`src/rtl/cp0_pkg.sv`:
```
// rtl/cp0_pkg.sv - shared CP0 register numbers, write masks and interrupt FSM states
package cp0_pkg;

   localparam logic [4:0] CP0_COUNT   = 5'd9;
   localparam logic [4:0] CP0_COMPARE = 5'd11;
   localparam logic [4:0] CP0_STATUS  = 5'd12;
   localparam logic [4:0] CP0_CAUSE   = 5'd13;
   localparam logic [4:0] CP0_EPC     = 5'd14;

   localparam logic [31:0] STATUS_WMASK = 32'h0000FF01;
   localparam logic [31:0] CAUSE_WMASK  = 32'h00000300;

   typedef enum logic [1:0] {
      IDLE,
      TAKE,
      HOLD
   } int_state_t;

endpackage

```
`src/rtl/cp0_sync.sv`:
```
// rtl/cp0_sync.sv - multi-flop synchroniser for the asynchronous interrupt request lines
module cp0_sync #(
   parameter int STAGES = 2,
   parameter int WIDTH  = 6
) (
   input  logic             clk,
   input  logic             rst,
   input  logic [WIDTH-1:0] d,
   output logic [WIDTH-1:0] q
);

   logic [WIDTH-1:0] stage [STAGES];

   always_ff @(posedge clk) begin
      if (rst) begin
         for (int i = 0; i < STAGES; i++) stage[i] <= '0;
      end else begin
         stage[0] <= d;
         for (int i = 1; i < STAGES; i++) stage[i] <= stage[i-1];
      end
   end

   assign q = stage[STAGES-1];

endmodule

```
`src/rtl/cp0_int_ctrl.sv`:
```
// rtl/cp0_int_ctrl.sv - CP0 Status/Cause/EPC responder and interrupt-take sequencer; CP0_TIMER_EN adds Count/Compare
module cp0_int_ctrl
   import cp0_pkg::*;
#(
   parameter int SYNC_STAGES = 2,
   parameter int HOLD_CYCLES = 1
) (
   input  logic        clk,
   input  logic        rst,
   input  logic [4:0]  cp0_addr,
   input  logic        cp0_we,
   input  logic [31:0] cp0_wdata,
   output logic [31:0] cp0_rdata,
   input  logic [5:0]  hw_int,
   input  logic [31:0] pc_in,
   input  logic        int_ok,
   output logic        int_take
);

   localparam logic [7:0] HOLD_LAST = 8'(HOLD_CYCLES - 1);

   logic [5:0]  hw_sync;
   logic [31:0] status_q;
   logic [31:0] cause_sw_q;
   logic [31:0] epc_q;
   logic [31:0] cause_rd;
   logic        timer_flag;
   logic        we_q;
   logic        pending;
   logic        blackout;
   logic        wr_status;
   logic        wr_cause;
   logic [7:0]  hold_cnt;
   int_state_t  state;

   cp0_sync #(
      .STAGES (SYNC_STAGES),
      .WIDTH  (6)
   ) u_sync (
      .clk (clk),
      .rst (rst),
      .d   (hw_int),
      .q   (hw_sync)
   );

   assign wr_status = cp0_we && (cp0_addr == CP0_STATUS);
   assign wr_cause  = cp0_we && (cp0_addr == CP0_CAUSE);
   assign cause_rd  = cause_sw_q
                    | {16'b0, hw_sync[5] | timer_flag, hw_sync[4:0], 10'b0};
   assign pending   = status_q[0] & (|(cause_rd[15:8] & status_q[15:8]));
   // Any mtc0 and the cycle after it suppress a take, so the ISR's re-enable settles first.
   assign blackout  = cp0_we | we_q;

   always_ff @(posedge clk) begin
      if (rst) begin
         status_q   <= '0;
         cause_sw_q <= '0;
         epc_q      <= '0;
         we_q       <= 1'b0;
         int_take   <= 1'b0;
         hold_cnt   <= '0;
         state      <= IDLE;
      end else begin
         we_q     <= cp0_we;
         int_take <= 1'b0;
         if (wr_status) status_q <= cp0_wdata & STATUS_WMASK;
         if (wr_cause) cause_sw_q <= cp0_wdata & CAUSE_WMASK;
         case (state)
            IDLE: begin
               if (pending && int_ok && !blackout) begin
                  state    <= TAKE;
                  int_take <= 1'b1;
                  epc_q    <= pc_in;
                  status_q <= status_q & ~32'h1;
               end
            end
            TAKE: begin
               hold_cnt <= '0;
               state    <= (HOLD_CYCLES == 0) ? IDLE : HOLD;
            end
            HOLD: begin
               if (hold_cnt == HOLD_LAST) state <= IDLE;
               else hold_cnt <= hold_cnt + 8'd1;
            end
            default: state <= IDLE;
         endcase
      end
   end

`ifdef CP0_TIMER_EN
   logic [31:0] count_q;
   logic [31:0] compare_q;

   always_ff @(posedge clk) begin
      if (rst) begin
         count_q    <= '0;
         compare_q  <= 32'hFFFF_FFFF;
         timer_flag <= 1'b0;
      end else begin
         if (cp0_we && (cp0_addr == CP0_COUNT)) count_q <= cp0_wdata;
         else count_q <= count_q + 32'd1;
         // Writing Compare acknowledges the timer, and that wins over a same-cycle match.
         if (cp0_we && (cp0_addr == CP0_COMPARE)) begin
            compare_q  <= cp0_wdata;
            timer_flag <= 1'b0;
         end else if (count_q == compare_q) begin
            timer_flag <= 1'b1;
         end
      end
   end
`else
   assign timer_flag = 1'b0;
`endif

   always_comb begin
      cp0_rdata = '0;
      case (cp0_addr)
         CP0_STATUS:  cp0_rdata = status_q;
         CP0_CAUSE:   cp0_rdata = cause_rd;
         CP0_EPC:     cp0_rdata = epc_q;
`ifdef CP0_TIMER_EN
         CP0_COUNT:   cp0_rdata = count_q;
         CP0_COMPARE: cp0_rdata = compare_q;
`endif
         default:     cp0_rdata = '0;
      endcase
   end

endmodule

```
`config.mk`:
```
export PLATFORM = sky130hd
export DESIGN_NAME = cp0_int_ctrl
export DESIGN_NICKNAME = d
export VERILOG_FILES = /design/src/rtl/cp0_pkg.sv /design/src/rtl/cp0_sync.sv /design/src/rtl/cp0_int_ctrl.sv
export SDC_FILE = /design/constraint.sdc
export NUM_CORES = 1
export LEC_CHECK = 0
export ABC_CLOCK_PERIOD_IN_PS = 3200
export CORE_ASPECT_RATIO = 2
export CORE_UTILIZATION = 24
export CTS_CLUSTER_SIZE = 24
export DETAILED_ROUTE_END_ITERATION = 10
export SYNTH_ARGS = -nofsm -noshare
export SYNTH_HDL_FRONTEND = slang
export SYNTH_SLANG_ARGS = --single-unit
export TNS_END_PERCENT = 50
```
`constraint.sdc`:
```
create_clock -name clk -period 3.2 [get_ports clk]
set_input_delay 0.64 -clock clk [delete_from_list [all_inputs] [get_ports clk]]
set_output_delay 0.64 -clock clk [all_outputs]
set_load 0.05 [all_outputs]
```
==> impl_metrics.json <==
{
  "timing.critical_path.from": "cp0_addr[3]",
  "synth_top_family_by_area": "simple AND/OR/NAND/NOR gates",
  "fill_cells": 1441,
  "cts-resized-gates": 0,
  "hp-class": "reg2reg",
  "holdBufCountCts": 0,
  "finalNetCount": 513,
  "grt_pass1_vias": 2949,
  "cts_buffers": 9,
  "drt_wl_total_um": 9080,
  "clockBufferDepth": 2,
  "diodes": 0,
  "syn_area_per_cell_sq_um": 10.1,
  "p_leak_nw": 2.12,
  "grt_usage": 0.126,
  "crit_top_cell": "and3b_1",
  "io_pins": 112,
  "vdd_drop_max_v": 0.000275,
  "cts.sinks": 90,
  "report.final.slew_viol_count": 0,
  "ys_types": 38,
  "power_density_mw_per_mm2": 448,
  "drc": 0,
  "dr_total_vias": 2828,
  "synthCells": 349,
  "synth_fp_nets": 430,
  "clockRootBuffer": "clkbuf_16",
  "stdcell_count": 629,
  "yosys-mux-area-fraction": 0.119,
  "synth_compound_area_frac": 0.132,
  "synth_seq_cells": 90,
  "period_needed_ns": 2.84,
  "critPathMaxFanout": 10,
  "antenna_found_initial": 0,
  "yosys.area_share.xor_xnor": 0.00248,
  "worstSetupStartpointType": "input port",
  "setup_tns_ns": 0,
  "drive_gt1_frac": 0.146,
  "postCtsSetupBuffers": 0,
  "async_flop_share": 0,
  "drtIter0Drc": 43,
  "yosysTopAreaCellShare": 0.509,
  "regArea_sq_mm": 0.00180,
  "syn_to_final_growth_pct": 48.8,
  "whs_ns": 0.438,
  "clock.fmax_mhz": 352,
  "fin_crit_sh": 0.888,
  "clkTransAtPathRegs_ns": 0.07,
  "portBuffers": 88,
  "setup_viol": 0,
  "drv_cap": 0,
  "status": "finished clean",
  "wire_per_inst_um": 14.4,
  "finClkSkew_ns": 0.00721,
  "rsz0062_at_grt": "no",
  "endpoint_kind": "output pin",
  "yosysWarningCount": 0,
  "die-area_sq_mm": 0.0153,
  "die_h_um": 174,
  "synth_seq_area_share": 0.509,
  "drt.antenna.violating_nets": 0,
  "synth_largest_area_cell": "dfxtp_1",
  "dr.pass1.iters": 4,
  "final_hold_viol_count": 0,
  "grt_overflow": 0,
  "crit_required_ns": 2.56,
  "finish.utilization": 0.367,
  "critical_path.top_delay_family": "buffers and inverters",
  "rows": 62,
  "multiInputGateArea_sq_mm": 0.00160,
  "dp.cells": 613,
  "dpl.hpwl_um": 6370,
  "clk_latency_ns": 0.34,
  "ys_top_cells_by_area": "dfxtp_1 51%, mux2i_1 12%, a22o_1 7.9%, and3_1 4.2%, nor2_1 3.8%",
  "timing.rr.start": "hold_cnt[0]",
  "start_util": 0.247,
  "critPathBufInv": 2,
  "cts_tree": "done",
  "vias_per_cell": 4.50,
  "synthSimpleGateAreaFrac": 0.191,
  "critPathKind": "in2out",
  "core_sq_mm": 0.0144,
  "worst_pin_slew_ns": 0.505,
  "hold_start": "u_sync.stage[0][5]",
  "synth_fa_ha_area_frac": 0.00707,
  "crit_arrival_ns": 2.20,
  "relSlewSlack": 0.662,
  "gp_congestion": 0.750,
  "synth-main-ff-cell": "dfxtp_1",
  "syn-cell-area_sq_mm": 0.00354,
  "grt_max_degree": 34,
  "fp.dieW_um": 87.9,
  "grt_pass1_wl_um": 14600,
  "synth_edf_count": 0,
  "htree_levels": 3,
  "max_stage_delay_ns": 0.49,
  "path_cells": "clkdlybuf4s50_1 > and3b_1 > and3b_1 > nand2_1 > o21ai_0 > buf_12",
  "crit_slowest_cell": "clkdlybuf4s50_1"
}
[cell usage after synthesis (all sizes together) (4+ instances only)]
master  instances
nor2           37
nand2          13
clkbuf         16
dfxtp          90
a21oi           7
buf            11
o21ai          11
nand3           8
a22oi           4
nor2b          18
and3           24
a22o           32
o211ai          4
mux2i          42
[sequential cells by signal (all words and copies together), names as in the netlist]
name / count
hold_cnt: 8
cause_sw_q: 2
epc_q: 32
status_q: 32
we_q: 1
u_sync.stage: 12
state: 2
int_take: 1
[worst reg2reg max path: stages (launching register included)]
cell and delay [ns]:
dfxtp_1 0.37, inv_1 0.11, ha_1 0.15, or4b_1 0.49, o21ai_2 0.36, mux2i_1 0.23
nor2_1 0.05
[area by class of cell]
class / count / area share
Clock buffer: 9 / 0.0428
Sequential cell: 90 / 0.342
Clock inverter: 7 / 0.0154
Inverter: 3 / 0.00214
Multi-Input combinational cell: 229 / 0.304
Tap cell: 192 / 0.0456
Timing Repair Buffer: 99 / 0.248
[power by group]
group          switching [W]  internal, W
combinational      0.0000540    0.0000829
sequential        0.00000302      0.00113
clock               0.000471     0.000621
[path summary, 6_finish.rpt]
path	depth (start not counted)	end	slack (ns)
max	6	cp0_rdata[13]	0.36
min	1	u_sync.stage[0][11]	0.44
min reg2reg	1	u_sync.stage[0][11]	0.44
max reg2reg	6	hold_cnt[1]	1.33
[kinds of logic (layout without fill, tap and decap cells)]
logic type	after synthesis	in the layout
XOR/XNOR	1	1
AO/OA/AOI/OAI	62	62
multiplexers	42	42
AND/OR/NAND/NOR	122	122
flip-flops	90	90
adder cells (fa/ha/maj)	2	2
buffers and inverters	30	118
[through the flow]
stage / cell area, sq um / power (W) / setup slack, ns
2_1_floorplan: 3540 / 0.00120 / 0.208
3_3_place_gp: 4960 / 0.00129 / 0.372
3_5_place_dp: 4960 / 0.00130 / 0.348
4_1_cts: 5270 / 0.00240 / 0.344
5_1_grt: 5270 / 0.00245 / 0.256
6_report: 5270 / 0.00236 / 0.360
[routing by layer]
metal  track usage  up-vias  share of wire
li1              -     1409              -
met1         0.140     1338           0.41
met2         0.224       67           0.54
met3        0.0200       14          0.032
met4        0.0615        0          0.023
met5             0        -              0
[cells in the final DEF, fill, tap and decap left out, types with 3 or more instances in the layout]
cell type / synthesis / final
dfxtp_1: 90 / 90
clkdlybuf4s50_1: 0 / 55
mux2i_1: 42 / 42
nor2_1: 36 / 36
buf_12: 0 / 34
a22o_1: 32 / 32
and3_1: 24 / 24
nor2b_1: 18 / 18
nand2_1: 13 / 13
o21ai_0: 10 / 10
clkbuf_16: 0 / 9
buf_4: 3 / 9
nand3_1: 8 / 8
a21oi_1: 7 / 7
a22oi_1: 4 / 4
o211ai_1: 4 / 4
inv_6: 0 / 4
inv_1: 3 / 3
nor3b_1: 3 / 3
Power figures use the tool's default switching activity.
==> RTL edit 1: new RTL, config.mk and constraints unchanged <==
`HOLD_CYCLES`: 1 -> 0.
--- a/src/rtl/cp0_int_ctrl.sv
+++ b/src/rtl/cp0_int_ctrl.sv
@@ -4,5 +4,5 @@
 #(
    parameter int SYNC_STAGES = 2,
-   parameter int HOLD_CYCLES = 1
+   parameter int HOLD_CYCLES = 0
 ) (
    input  logic        clk,
Behaviour: same outputs for any inputs over 4 cycles, from zero or initial values and one cycle with rst high; that may be too few to reach the edited logic, so the function may still have changed.
==> RTL edit 1 against the original RTL <==
Area after synthesis down 15%. Count of clock-buffer cells in the layout up 2. Wire length down 10%. Sequential power down 9.7%. Hold slack better by 5.7 ps. Synthesized cell count down 18%. Sequential cell count down 9. First-iteration DRC count rose to 3.0 times the old value. Power down 6.4%. Non-clock buffer count unchanged. Via count down 16%. Sequential share of layout area up 0.45 points. Cell area down 11%. Setup slack worse by 72 ps.
==> RTL edit 1: results (changes against the original RTL) <==
Worst Hold Class -> flip-flop to flip-flop
Clock buffer depth -> 2 (unchanged)
Num CTS Buffers -> 9 (unchanged)
Worst r2r dst -> epc_q[24]
Crit path max-delay family -> buffers and inverters
Flop-to-flop setup slack -> 1540 ps (+210 ps)
Fin nets -> 451 (-12%)
Reg clk slew, reported paths -> 60 ps
Mapped Nets -> 364 (-15%)
R2R depth -> 5 (-1)
Synth unique cells -> 25 (-34%)
Worst Skew -> 8.47 ps (+1.26 ps)
First-pass GRT wire length -> 13200 um (-9.6%)
Global-route usage over all layers -> 13.9% (+1.4 points)
Root buf cell -> clkbuf_16
Largest regs -> epc_q (32), status_q (32), u_sync.stage (12)
Post-synth top cells -> dfxtp_1 (81), mux2i_1 (41), nor2_1 (33), a22o_1 (32), and3_1 (23)
CP endpoint -> cp0_rdata[8]
Routed WL -> 8170 um (-10%)
Htree depth -> 3 (unchanged)
Number of antenna diodes -> 0 (unchanged)
Sequential fraction of the synthesis area -> 54.0% (+3.0 points)
Largest net degree at the start of global routing -> 34 (unchanged)
Worst-Margin Slew -> 610 ps (+105 ps)
Largest cells by area after synthesis -> dfxtp_1 (54%), mux2i_1 (14%), a22o_1 (9.3%), and3_1 (4.8%), nor2_1 (4.1%)
Crit path max-delay cell type -> o21ai_0
Status -> complete, no violations
Synth Warn # -> 0 (unchanged)
DR pass1 iterations -> 4 (unchanged)
Post-DP HPWL -> 5900 um (-7.3%)
Initial DRC count -> 128 (+200%)
GP Congestion -> 0.759 (+1.2%)
Setup bufs post-CTS -> 0 (unchanged)
Crit path from -> cp0_addr[0]
Pint -> 1.75 mW (-4.5%)
R2R Path Start -> status_q[9]
Seq pwr share -> 46.2% (-1.7 points)
Fillers -> 1152 (-20%)
Share of cells above drive strength 1 -> 16.7% (+2.1 points)
VDD IR-drop max -> 0.297 mV (+8.0%)
Vias per inst -> 4.51 (+0.30%)
Ys async rst share -> 0% (unchanged)
Clock latency on the worst-skew pair -> 340 ps (about the same)
Max FO, Critical Path -> 33 (+23)
Initial antenna violation count -> 0 (unchanged)
Worst path max stage delay -> 480 ps
CP arrival -> 2270 ps (+70 ps)
Leakage -> 1.94 nW (-8.7%)
I/O Buffers -> 88 (unchanged)
Clock power frac -> 47.8% (+1.5 points)
Number of global-route vias before repair -> 2565 (-13%)
Post-cts sizing count -> 0 (unchanged)
==> RTL edit 1: cells by family (layout without fill, tap and decap cells) <==
group	after synthesis	after routing	synth area share, %
simple gates	92	92	16.2
buf+inv	24	116	3.83
flops	81	81	54.0
compound gates	47	47	12.4
mux	41	41	13.7
==> RTL edit 1: worst min-delay path by stage <==
stage / startpoint / end / slack, ps / cells after the start
floorplan: u_sync.stage[0][4] / u_sync.stage[0][10] / 410 / 1
global placement: u_sync.stage[0][2] / u_sync.stage[0][8] / 420 / 1
detailed placement: u_sync.stage[0][2] / u_sync.stage[0][8] / 430 / 1
CTS: u_sync.stage[0][2] / u_sync.stage[0][8] / 450 / 1
global route: u_sync.stage[0][2] / u_sync.stage[0][8] / 460 / 1
finish: u_sync.stage[0][2] / u_sync.stage[0][8] / 440 / 1
==> RTL edit 1: layer usage <==
metal / vias up / part of all wire [%] / global-route usage [%]
met1: 1111 / 40 / 14.8
met4: 0 / 2.1 / 6.09
met5: - / 0 / 0
met3: 9 / 3.0 / 2.91
li1: 1178 / - / -
met2: 65 / 55 / 25.3
==> RTL edit 1: metrics by stage <==
stage	setup slack, ps	total power, mW	area (um2)	instances
2_1_floorplan	208	1.09	3010	285
3_5_place_dp	273	1.18	4360	508
6_report	288	2.21	4680	524
3_3_place_gp	256	1.17	4360	508
5_1_grt	167	2.29	4680	524
4_1_cts	272	2.24	4680	524
==> RTL edit 1: layout make-up <==
class | instances | area [um2] | area share, %
clock buffers | 11 | 253 | 5.40
clock inverters | 5 | 62.6 | 1.34
inverters | 1 | 3.75 | 0.0803
multi-input cells | 180 | 1270 | 27.2
flip-flops and latches | 81 | 1620 | 34.7
well taps | 147 | 184 | 3.93
repair buffers | 99 | 1280 | 27.3
==> RTL edit 2: new RTL, config.mk and constraints unchanged <==
Without the edit above. Re-encode `int_state_t` (3 states) as one-hot, 3 bits wide.
--- a/src/rtl/cp0_pkg.sv
+++ b/src/rtl/cp0_pkg.sv
@@ -11,8 +11,8 @@
    localparam logic [31:0] CAUSE_WMASK  = 32'h00000300;
 
-   typedef enum logic [1:0] {
-      IDLE,
-      TAKE,
-      HOLD
+   typedef enum logic [2:0] {
+      IDLE = 3'b001,
+      TAKE = 3'b010,
+      HOLD = 3'b100
    } int_state_t;
 
Formal check against the unedited RTL: same outputs for any inputs over 4 cycles, from zero or initial values and one cycle with rst high; so few cycles prove little.
==> RTL edit 2 against the original RTL <==
Cell area up 6.4%. Setup slack got worse by 97 ps. Core utilization decreased by 1.3 points. Global-route usage down 0.47 points. Hold slack worse by 2.2 ps. Sequential cell count up 1. Non-clock buffer count down 4. Power up 6.1%. Area after synthesis rose by 10%. Register-to-register slack better by 60 ps. Wire length is 6.5% higher.
==> RTL edit 2: results (changes against the original RTL) <==
Clock-cell share of area -> 6.12% (+0.30 points)
Mapped Nets -> 500 (+16%)
Largest net degree at the start of global routing -> 51 (+50%)
Largest cells by area after synthesis -> dfxtp_1 (47%), mux2i_1 (19%), nand2_1 (7.2%), nor2_1 (3.9%), and3_1 (3.8%)
Post-synthesis cell count -> 419 (+20%)
Area Growth Syn to Fin -> 43.4%
Fin nets -> 575 (+12%)
Sequential fraction of the synthesis area -> 46.6% (-4.3 points)
Number of global-route vias before repair -> 3257 (+10%)
Inst Count DP -> 684 (+12%)
NonClk Buf Share -> 22.7% (-2.0 points)
Leakage -> 2.22 nW (+4.8%)
Routed WL -> 9680 um (+6.5%)
Seq pwr share -> 45.9% (-2.0 points)
Status -> complete, no violations
Worst-Margin Slew -> 617 ps (+112 ps)
Wirelength per Cell -> 13.8 um (-4.3%)
Global-route usage over all layers -> 12.1% (-0.47 points)
Met3 GRT Util -> 2.42% (+0.42 points)
CP arrival -> 2300 ps (+100 ps)
Multi-input gates -> 292 (+28%)
Post-Route M1 WL -> 4010 um (+8.0%)
Clock power frac -> 47.8% (+1.5 points)
Initial DRC count -> 117 (+170%)
Share of cells above drive strength 1 -> 12.6% (-2.0 points)
M2 GR Usage -> 21.6% (-0.81 points)
CLK BUF -> 10 (+1)
RTL edit 2: through the flow:
stage	instance area [um2]	power [mW]
finish	5600	2.50
floorplan	3910	1.24
global placement	5260	1.33
global route	5600	2.61
CTS	5600	2.55
detailed placement	5260	1.33
RTL edit 2: final timing paths:
kind	startpoint	endpoint	slack (ps)	cells past startpoint
worst min-delay path	u_sync.stage[0][3]	u_sync.stage[0][9]	440	1
worst max register to register	state[2]	epc_q[16]	1390	5
worst max-delay path	cp0_addr[4]	cp0_rdata[12]	260	6
worst min register to register	u_sync.stage[0][3]	u_sync.stage[0][9]	440	1
RTL edit 2: kinds of logic after synthesis:
| logic type | synth area share [%] |
|---|---|
| AOI/OAI and AO/OA | 5.09 |
| xor gates and xnor gates | 1.34 |
| adders and majority gates | 0.640 |
| buffers and inverters | 5.16 |
| DFF | 46.6 |
| muxes | 18.7 |
| and+or+nand+nor | 22.4 |
